File: config.mk
export PLATFORM = sky130hd
export DESIGN_NAME = sign_extend_pipe
export DESIGN_NICKNAME = d
export VERILOG_FILES = /design/src/rtl/sign_extend_pipe.sv
export SDC_FILE = /design/constraint.sdc
export NUM_CORES = 1
export LEC_CHECK = 0
export ABC_AREA = 1
export CORE_MARGIN = 2
export CORE_UTILIZATION = 50
export CTS_BUF_LIST = sky130_fd_sc_hd__clkbuf_4
export DETAILED_ROUTE_END_ITERATION = 6
export DONT_BUFFER_PORTS = 1
export PLACE_DENSITY_LB_ADDON = 0.25
export SLEW_MARGIN = 0
export SYNTH_ARGS = -nofsm -noshare
export SYNTH_HDL_FRONTEND = slang
export SYNTH_SLANG_ARGS = --single-unit
File: constraint.sdc
create_clock -name clk -period 0.9 [get_ports clk]
set_clock_uncertainty 0.05 [all_clocks]
set_input_delay 0.135 -clock clk [delete_from_list [all_inputs] [get_ports clk]]
set_output_delay 0.135 -clock clk [all_outputs]
set_load 0.03 [all_outputs]
File: src/rtl/sign_extend_pipe.sv
// Immediate-extension pipeline stage (zero/sign/sign-shift/upper); SIGN_EXTEND_SKID_EN adds a skid register.
// Latency 1 cycle, throughput 1 item/cycle while out_ready is high; results held stable while stalled.
// Backpressure: skid build has registered in_ready (!skid_valid); default build has in_ready = !out_valid || out_ready.
module sign_extend_pipe #(
  parameter int N     = 8,
  parameter int M     = 16,
  parameter int SHIFT = 1
) (
  input  logic         clk,
  input  logic         rst,
  input  logic         in_valid,
  output logic         in_ready,
  input  logic [N-1:0] in_data,
  input  logic [1:0]   in_mode,
  output logic         out_valid,
  input  logic         out_ready,
  output logic [M-1:0] out_data
);

  generate
    if (N < 2 || M <= N || N + SHIFT > M) begin : g_bad_params
      $error("sign_extend_pipe: need N >= 2, M > N and N + SHIFT <= M");
    end
  endgenerate

  function automatic logic [M-1:0] extend(input logic [N-1:0] a, input logic [1:0] mode);
    logic [M-1:0] sx;
    sx = {{(M-N){a[N-1]}}, a};
    case (mode)
      2'b00:   extend = {{(M-N){1'b0}}, a};
      2'b01:   extend = sx;
      2'b10:   extend = sx << SHIFT;
      default: extend = {a, {(M-N){1'b0}}};
    endcase
  endfunction

  logic [M-1:0] ext_data;
  logic         accept;
  logic         drain;
  logic         main_valid;
  logic [M-1:0] main_data;

  always_comb begin
    ext_data = extend(in_data, in_mode);
  end

  assign accept    = in_valid && in_ready;
  assign drain     = main_valid && out_ready;
  assign out_valid = main_valid;
  assign out_data  = main_data;

`ifdef SIGN_EXTEND_SKID_EN
  logic         skid_valid;
  logic [M-1:0] skid_data;

  // in_ready comes straight from a flop, so out_ready never reaches it combinationally.
  assign in_ready = !skid_valid;

  always_ff @(posedge clk) begin
    if (rst) begin
      main_valid <= 1'b0;
      main_data  <= '0;
      skid_valid <= 1'b0;
      skid_data  <= '0;
    end else if (skid_valid) begin
      // in_ready is low here, so the only possible event is a drain refilling main from skid.
      if (drain) begin
        main_data  <= skid_data;
        skid_valid <= 1'b0;
      end
    end else if (accept) begin
      if (!main_valid || drain) begin
        main_data  <= ext_data;
        main_valid <= 1'b1;
      end else begin
        skid_data  <= ext_data;
        skid_valid <= 1'b1;
      end
    end else if (drain) begin
      main_valid <= 1'b0;
    end
  end
`else
  assign in_ready = !main_valid || out_ready;

  always_ff @(posedge clk) begin
    if (rst) begin
      main_valid <= 1'b0;
      main_data  <= '0;
    end else if (accept) begin
      main_data  <= ext_data;
      main_valid <= 1'b1;
    end else if (drain) begin
      main_valid <= 1'b0;
    end
  end
`endif

endmodule

==> qor.yml, run 1 <==
status: "finished, violations left"
violations: "hold timing, setup timing"
period_needed_ps: 1070
clockRootBuffer: "clkbuf_4"
grt_usage_pct: 24.0
wl_met3_um: 189
utilization_pct: 77.2
grt_pass1_vias: 859
finalHoldViolCount: 4
crit_chain: "nand2_8, buf_6"
clk_latency_ps: 290
final_cell_count_no_fill: 203
layout_setup_ws_ps: -173
endpoint_kind: "output pin"
path_clk_slew_ps: 100
gp_congestion: 0.798
drc: 0
io_buffers: 0
die-area_um2: 2280
rsz0062_at_grt: "yes"
antenna_found_initial: 0
leakagePower_nw: 0.690
wl_per_cell_um: 11.9
syn_avg_cell_area_um2: 6.30
mostFrequentLayoutCell: "nand2_1"
p_clk_share_pct: 23.4
die_h_um: 47.8
p_seq_share_pct: 45.8
overflow: 0
dieWidth_um: 47.8
final_cell_mix: "nand2_1, nor2_1, buf_6, inv_1, dfxtp_2"
hold_depth: 3
detailedRoute.firstPassIterationCount: 5
r2r_start: "out_valid"
p_int_mw: 1.28
maxCapViolCount: 0
highest_layer: "met4"
netlist_instances: 152
routed_via_density: 5.01
timing.final.crit_share_pct: 119
clockBufferDepth: 2
crit_path_max_incr_delay_ps: 400
grt_start_max_net_pins: 18
netSwitchingFraction_pct: 32.3
setup.worst_path.start_class: "flop"
wl_met2_um: 1240
pin_count: 32
hpwlAfterDp_um: 1440
drt-initial-drc-count: 13
area_delta_synth_final_pct: 42.4
p_switching_uw: 610
worst_slew_pin_slew_ps: 225
cp_slowest_cell: "dfxtp_4"
antenna_left: 0
power_density_nw_per_um2: 1390
reg2reg_to: "out_data[12]"
vias: 1018
core.rowCount: 15
synth_seq_cells: 17
worstPathArrival_ps: 890
ys_seq_area_share_pct: 35.6
max_slew_margin_pct: 84.9
yosysUniqueCellTypes: 19
hold_start: "in_valid"
h-tree-depth: 1
cts_buffers: 3
combinationalPowerShare_pct: 30.8
crit_required_ps: 710
grt_pass1_wl_um: 3840
synth_area_um2: 957
worstSetupPathType: "reg2out"
maxSlewViolCount: 0
syn_nets: 166
cts_tree: "yes"
reg2reg_depth: 6
peakVddDrop_mv: 1.24
hold_end: "out_data[9]"
rrSetupSlack_ps: -140
cts.sinks: 17
antenna_cells: 0
yosysWarningCount: 0
max_freq_mhz: 932
start_util_pct: 54.3
core_region_area_um2: 1760
path_max_fanout: 3
wl_met1_um: 943
wl_um: 2420
drive_gt1_share_pct: 36.5
nNetsFinal: 193
place_inst: 190
setup_violations: 34
holdWs_ps: -14.2
hold_path_class: "in2reg"
fillers: 146
logic make-up (layout without fill, tap and decap cells):
kind of cell | after synthesis | in the layout | share of synthesized area, %
buf+inv | 27 | 51 | 16.2
compound gates | 3 | 3 | 1.96
flops | 17 | 17 | 35.6
simple gates | 105 | 107 | 46.3
worst max-delay path, delay by kind of cell (launching register included):
kind | cells | cell delay [ps]
flops | 1 | 400
buf+inv | 1 | 140
simple gates | 1 | 60
per-layer routing:
layer / track usage, % / up-vias
met1: 28.0 / 456
met4: 10.8 / 0
met2: 41.9 / 43
li1: - / 515
met5: 0 / -
met3: 4.91 / 4
cell usage after synthesis:
cell type / number / area, um2
a21oi_1: 1 / 5.00
a21oi_2: 1 / 8.76
and3_1: 1 / 6.26
buf_2: 1 / 5.00
buf_4: 3 / 22.5
buf_6: 3 / 33.8
buf_8: 1 / 15.0
dfxtp_1: 17 / 340
inv_1: 16 / 60.1
inv_2: 1 / 3.75
inv_4: 1 / 6.26
inv_6: 1 / 8.76
nand2_1: 46 / 173
nand2_2: 2 / 12.5
nand2_4: 1 / 11.3
nand3_1: 22 / 110
nand3_2: 1 / 10.0
nor2_1: 32 / 120
o21ai_0: 1 / 5.00
what timing repair did:
item                                    4_1_cts  5_1_grt
buffers inserted                              3        0
endpoints found under the setup margin       32       34
hold buffers                                  3        1
cloned                                        2        0
gates resized for setup                      37        3
hold endpoints to repair                      9        4
pin swaps                                     2        3
flip-flops by register name, indices dropped and copies added, names as in the netlist:
register / flops
out_data: 16
out_valid: 1
power by group through the flow:
| stage | registers [mW] | logic, mW | clock network [mW] |
|---|---|---|---|
| finish | 0.867 | 0.582 | 0.442 |
| global route | 0.875 | 0.633 | 0.480 |
| CTS | 0.866 | 0.567 | 0.446 |
| detailed placement | 0.860 | 0.484 | 0 |
| global placement | 0.857 | 0.475 | 0 |
| floorplan | 0.978 | 0.282 | 0 |
layout make-up:
type                    count  area, um2  area share, %
repair buffers             28        300           22.0
inverters                  19       78.8           5.79
well taps                  25       31.3           2.30
multi-input cells         110        558           41.0
flip-flops and latches     17        364           26.7
clock buffers               4       30.0           2.20
worst max path at each step:
stage / from / to / slack [ps]
6_report: out_valid / in_ready / -170
5_1_grt: out_valid / in_ready / -200
4_1_cts: out_valid / in_ready / -160
3_5_place_dp: out_valid / out_data[6] / -80
3_3_place_gp: out_valid / out_data[9] / -30
2_1_floorplan: out_valid / out_data[10] / -50
stage by stage:
step	power, mW	setup WS [ps]	cell area [um2]	hold slack (ps)	TNS, ps
floorplan	1.26	-52.7	1010	144	-675
global placement	1.33	-31.8	1130	146	-369
detailed placement	1.34	-84.1	1130	148	-861
CTS	1.88	-162	1340	-24.6	-3320
global route	1.99	-196	1360	12.8	-4280
finish	1.89	-173	1360	-14.2	-3050
No activity file was read; power rests on OpenSTA's default activity.
==> run 2, diff against run 1 <==
RECOVER_POWER = 100   (was not set)
==> results of run 2 <==
Same layout as run 1: the final DEF is identical, and so are final timing and power.
